===== src/rtl/ctrl_pkg.sv =====
// Shared controller package: loader state encoding, checksum width and
// default geometry of the weight/input loader instances.
package ctrl_pkg;

    typedef enum logic [1:0] {
        LDR_IDLE  = 2'd0,
        LDR_FETCH = 2'd1,
        LDR_DRAIN = 2'd2,
        LDR_DONE  = 2'd3
    } ldr_state_e;

    localparam int CHK_W       = 16;
    localparam int LDR_DATA_W  = 8;
    localparam int LDR_ADDR_W  = 10;

    // Weight and input images each live in their own source memory.
    localparam int W_DEPTH     = 784;
    localparam int W_BASE_ADDR = 0;
    localparam int I_DEPTH     = 784;
    localparam int I_BASE_ADDR = 0;

endpackage


===== src/rtl/mem_loader_chk.sv =====
// 16-bit modulo accumulator of loaded words; clear has priority over enable.
module mem_loader_chk
    import ctrl_pkg::*;
#(
    parameter int DATA_W = LDR_DATA_W
) (
    input  logic              clk,
    input  logic              rst,
    input  logic              clr,
    input  logic              en,
    input  logic [DATA_W-1:0] din,
    output logic [CHK_W-1:0]  sum
);

    logic [CHK_W-1:0] sum_q, sum_d;

    always_comb begin
        sum_d = sum_q;
        if (clr)
            sum_d = '0;
        else if (en)
            sum_d = sum_q + CHK_W'(din);
    end

    always_ff @(posedge clk or negedge rst) begin
        if (!rst) sum_q <= '0;
        else      sum_q <= sum_d;
    end

    assign sum = sum_q;

endmodule


===== src/rtl/mem_loader.sv =====
// Streams DEPTH words from a sync-read memory into a buffer on a level start
// handshake. Optional checksum port under MEM_LOADER_CHECKSUM_EN.
module mem_loader
    import ctrl_pkg::*;
#(
    parameter int DATA_W    = LDR_DATA_W,
    parameter int ADDR_W    = LDR_ADDR_W,
    parameter int DEPTH     = 784,
    parameter int BASE_ADDR = 0
) (
    input  logic              clk,
    input  logic              rst,
    input  logic              start,
    output logic              finish,
    output logic              mem_en,
    output logic [ADDR_W-1:0] mem_addr,
    input  logic [DATA_W-1:0] mem_rdata,
    output logic              wr_en,
    output logic [ADDR_W-1:0] wr_addr,
    output logic [DATA_W-1:0] wr_data
`ifdef MEM_LOADER_CHECKSUM_EN
    ,
    output logic [CHK_W-1:0]  checksum
`endif
);

    // One extra count bit keeps the terminal compare exact at DEPTH=2^ADDR_W.
    localparam logic [ADDR_W:0]   LAST = (ADDR_W+1)'(DEPTH - 1);
    localparam logic [ADDR_W-1:0] BASE = ADDR_W'(BASE_ADDR);

    ldr_state_e        state_q, state_d;
    logic [ADDR_W:0]   rd_cnt_q, rd_cnt_d;
    logic              mem_en_q, mem_en_d;
    logic [ADDR_W-1:0] mem_addr_q, mem_addr_d;
    logic              wr_en_q, wr_en_d;
    logic [ADDR_W-1:0] wr_addr_q, wr_addr_d;
    logic              finish_q, finish_d;

    always_comb begin
        state_d    = state_q;
        rd_cnt_d   = rd_cnt_q;
        mem_en_d   = mem_en_q;
        mem_addr_d = mem_addr_q;
        finish_d   = finish_q;
        // Write side trails the read side by the memory's one-cycle latency.
        wr_en_d    = mem_en_q;
        wr_addr_d  = rd_cnt_q[ADDR_W-1:0];
        case (state_q)
            LDR_IDLE: begin
                if (start) begin
                    state_d    = LDR_FETCH;
                    rd_cnt_d   = '0;
                    mem_en_d   = 1'b1;
                    mem_addr_d = BASE;
                end
            end
            LDR_FETCH: begin
                if (rd_cnt_q == LAST) begin
                    state_d  = LDR_DRAIN;
                    mem_en_d = 1'b0;
                end else begin
                    rd_cnt_d   = rd_cnt_q + 1'b1;
                    mem_addr_d = BASE + rd_cnt_d[ADDR_W-1:0];
                end
            end
            LDR_DRAIN: begin
                state_d  = LDR_DONE;
                finish_d = 1'b1;
            end
            LDR_DONE: begin
                // A new load only starts from IDLE, never straight from DONE.
                if (!start) begin
                    state_d  = LDR_IDLE;
                    finish_d = 1'b0;
                end
            end
            default: begin
                state_d  = LDR_IDLE;
                mem_en_d = 1'b0;
                finish_d = 1'b0;
            end
        endcase
    end

    always_ff @(posedge clk or negedge rst) begin
        if (!rst) begin
            state_q    <= LDR_IDLE;
            rd_cnt_q   <= '0;
            mem_en_q   <= 1'b0;
            mem_addr_q <= BASE;
            wr_en_q    <= 1'b0;
            wr_addr_q  <= '0;
            finish_q   <= 1'b0;
        end else begin
            state_q    <= state_d;
            rd_cnt_q   <= rd_cnt_d;
            mem_en_q   <= mem_en_d;
            mem_addr_q <= mem_addr_d;
            wr_en_q    <= wr_en_d;
            wr_addr_q  <= wr_addr_d;
            finish_q   <= finish_d;
        end
    end

    assign finish   = finish_q;
    assign mem_en   = mem_en_q;
    assign mem_addr = mem_addr_q;
    assign wr_en    = wr_en_q;
    assign wr_addr  = wr_addr_q;
    assign wr_data  = mem_rdata;

`ifdef MEM_LOADER_CHECKSUM_EN
    logic chk_clr;
    assign chk_clr = (state_q == LDR_IDLE) && start;

    mem_loader_chk #(.DATA_W(DATA_W)) u_chk (
        .clk (clk),
        .rst (rst),
        .clr (chk_clr),
        .en  (wr_en_q),
        .din (mem_rdata),
        .sum (checksum)
    );
`endif

endmodule


===== config.mk =====
export PLATFORM = sky130hd
export DESIGN_NAME = mem_loader
export DESIGN_NICKNAME = d
export VERILOG_FILES = /design/src/rtl/ctrl_pkg.sv /design/src/rtl/mem_loader_chk.sv /design/src/rtl/mem_loader.sv
export SDC_FILE = /design/constraint.sdc
export NUM_CORES = 1
export LEC_CHECK = 0
export CELL_PAD_IN_SITES_DETAIL_PLACEMENT = 0
export CELL_PAD_IN_SITES_GLOBAL_PLACEMENT = 1
export CORE_ASPECT_RATIO = 1.2
export CORE_MARGIN = 4
export CORE_UTILIZATION = 46
export CTS_CLUSTER_DIAMETER = 100
export CTS_CLUSTER_SIZE = 40
export DETAILED_ROUTE_END_ITERATION = 10
export DONT_BUFFER_PORTS = 1
export PLACE_DENSITY_LB_ADDON = 0.1
export SYNTH_ARGS = -nofsm -noshare
export SYNTH_HDL_FRONTEND = slang
export SYNTH_SLANG_ARGS = --single-unit

===== constraint.sdc =====
create_clock -name clk -period 3.6 [get_ports clk]
set_clock_uncertainty 0.2 [all_clocks]
set_input_delay 0.54 -clock clk [delete_from_list [all_inputs] [get_ports clk]]
set_output_delay 0.54 -clock clk [all_outputs]
set_load 0.01 [all_outputs]

==> impl_metrics.ini <==
[run_status]
status = completed

[die]
ios = 42
die_w_um = 56.7
coreArea_um2 = 2630
die_h_um = 66.5
dieArea_um2 = 3770
num_rows = 20
initial_core_util = 0.499

[min_path]
hp-class = primary input to flip-flop

[timing]
worst_slack_ps = 877
maxSlewViolCount = 0
clock.fmax_ghz = 0.367
grt_setup_unrepaired = no
setup_viol = 0
finalCritPeriodShare = 0.756
fin_crit_ps = 2720
relSlewSlack = 0.388
finalHoldViolations = 0
tightest_slew_ps = 892
tns_ps = 0

[global_routing]
top_usage_layer = met2
grt_max_degree = 27
grt_usage = 0.147
overflow = 0
grt_pass1_vias = 886
grt_pass1_wl_mm = 4.31
grt.met1_usage = 0.157
antenna_found_initial = 0
use_met3 = 0.0426
use_met2 = 0.256

[logic_synthesis]
ys.flop_type = dfrtp_1
synth_area_per_cell_um2 = 10.1
synth.distinct_cells = 29
synth_edf_count = 0
synthCells = 130
ys_seq_area_frac = 0.497
synth_nets = 147
syn_area_um2 = 1310
synth.ff_latch_count = 26
synth_warnings = 0
async_flop_share = 1.00

[final_layout]
final_cell_mix = dfrtp_1 (26), nand2_1 (13), nor2_1 (10)
antenna_cells = 0
area_growth_pct = -4.39
layout_commonest_cell = dfrtp_1
drive_gt1_frac = 0.0442
n_fill_cell = 255
nets = 132

[clock_network]
cts_tree = yes
cts_resized = 0
clockRootBuffer = clkbuf_4
clk_pin_slew_worst_paths_ps = 130
cts_setup_buffers = 0
hold_buffers = 2
cts-root-to-sink-buffers = 2
tritoncts.num_buffers = 3
insertion_delay_ps = 310
clock_sink_count = 26
htreeDepth = 1

[placement]
gp_congestion = 0.733
dp_hpwl_mm = 1.71
port_buffers = 0
pre_cts_ws_ps = 879

[pwr]
switching_power_uw = 85.2
p_int_uw = 334
ir_worst_vdd_v = 0.000181
p_total_uw = 419
clkPwrFrac = 0.282
sw_frac_of_total = 0.203
powerDensity_nw_per_um2 = 335
combPwrFrac = 0.022
seq_power_share = 0.696
p_leak_nw = 0.584

[worst_setup_path]
cp-end-kind = flip-flop
cp_data_required_time_ps = 3610
critPathKind = flip-flop to flip-flop
start_kind = flip-flop
crit_fanout = 8
arrival_ps = 2740

[routing]
wl_per_cell_um = 16.8
drtIter0Drc = 19
drt_first_pass_iters = 4
via_per_inst = 5.58
drtAntennaViolNets = 0
wirelength_mm = 2.46
vias = 815
drcViolationCount = 0

[run]
cap_viol_max_count = 0
-- registers in the layout (all words and copies together) (netlist names) --
signal    flops
state_q       2
finish        1
mem_en        1
rd_cnt_q     11
wr_en         1
wr_addr      10
-- path summary, 6_finish.rpt --
path	from	slack (ps)	cells past startpoint	end
min in group asynchronous	rst	440	2	rd_cnt_q[8]$_DFFE_PN0P_
min	start	150	2	finish$_DFFE_PN0P_
min reg2reg	mem_en$_DFFE_PN0P_	320	0	wr_en$_DFF_PN0_
max in group asynchronous	rst	2600	2	mem_en$_DFFE_PN0P_
max	rd_cnt_q[5]$_DFFE_PN0P_	880	4	state_q[1]$_DFFE_PN0P_
max reg2reg	rd_cnt_q[5]$_DFFE_PN0P_	880	4	state_q[1]$_DFFE_PN0P_
-- critical path, cell delays in order, from the launching register on --
cell and delay, ps:
dfrtp_1 510, or4_1 560, or4_1 660, a221o_1 400, mux2_4 310
-- through the flow --
step / instance area (um2) / util / hold WS [ps] / instances
global placement: 1200 / 0.457 / 45.0 / 141
global route: 1250 / 0.477 / 161 / 146
floorplan: 1310 / - / 44.4 / 130
CTS: 1250 / 0.477 / 129 / 146
detailed placement: 1200 / 0.457 / 45.1 / 141
finish: 1250 / 0.477 / 147 / 146
-- per-layer routing --
| layer | vias up | share of wire |
|---|---|---|
| li1 | 399 | - |
| met3 | 10 | 0.073 |
| met1 | 380 | 0.41 |
| met5 | - | 0 |
| met2 | 26 | 0.49 |
| met4 | 0 | 0.022 |
-- logic make-up after synthesis --
family,after synthesis,synth area share
AND/OR/NAND/NOR,41,0.153
XOR/XNOR,3,0.0201
flip-flops,26,0.497
adder cells (fa/ha/maj),6,0.0573
AO/OA/AOI/OAI,22,0.101
buffers and inverters,27,0.130
multiplexers,5,0.0420
-- area by class of cell --
cell class,count,area (um2),share of cell area
inverters,5,18.8,0.0150
flip-flops and latches,26,651,0.519
multi-input cells,77,489,0.391
well taps,33,41.3,0.0330
repair buffers,2,30.0,0.0240
clock buffers,3,22.5,0.0180
-- power by group through the flow --
stage          Clock [mW]  Combinational [mW]  Sequential [mW]
2_1_floorplan           0             0.00941            0.298
3_3_place_gp            0            0.000266            0.298
3_5_place_dp            0            0.000278            0.298
4_1_cts             0.126             0.00965            0.292
5_1_grt             0.140              0.0108            0.292
6_report            0.118             0.00908            0.292
-- synth_stat cells (2+ instances only) --
cell type,number,area share
dfrtp_1,26,0.50
nand3_1,3,0.011
mux2i_1,4,0.031
nand2_1,13,0.037
nor4_1,2,0.0095
or4_1,4,0.023
a21oi_1,5,0.019
nor2_1,10,0.029
nand4_1,2,0.0095
o21ai_0,9,0.034
ha_1,6,0.057
clkbuf_1,3,0.0086
xnor2_1,3,0.020
buf_4,18,0.10
a21o_1,2,0.011
nor3_1,3,0.011
inv_1,5,0.014
No activity file was read; power rests on OpenSTA's default activity.
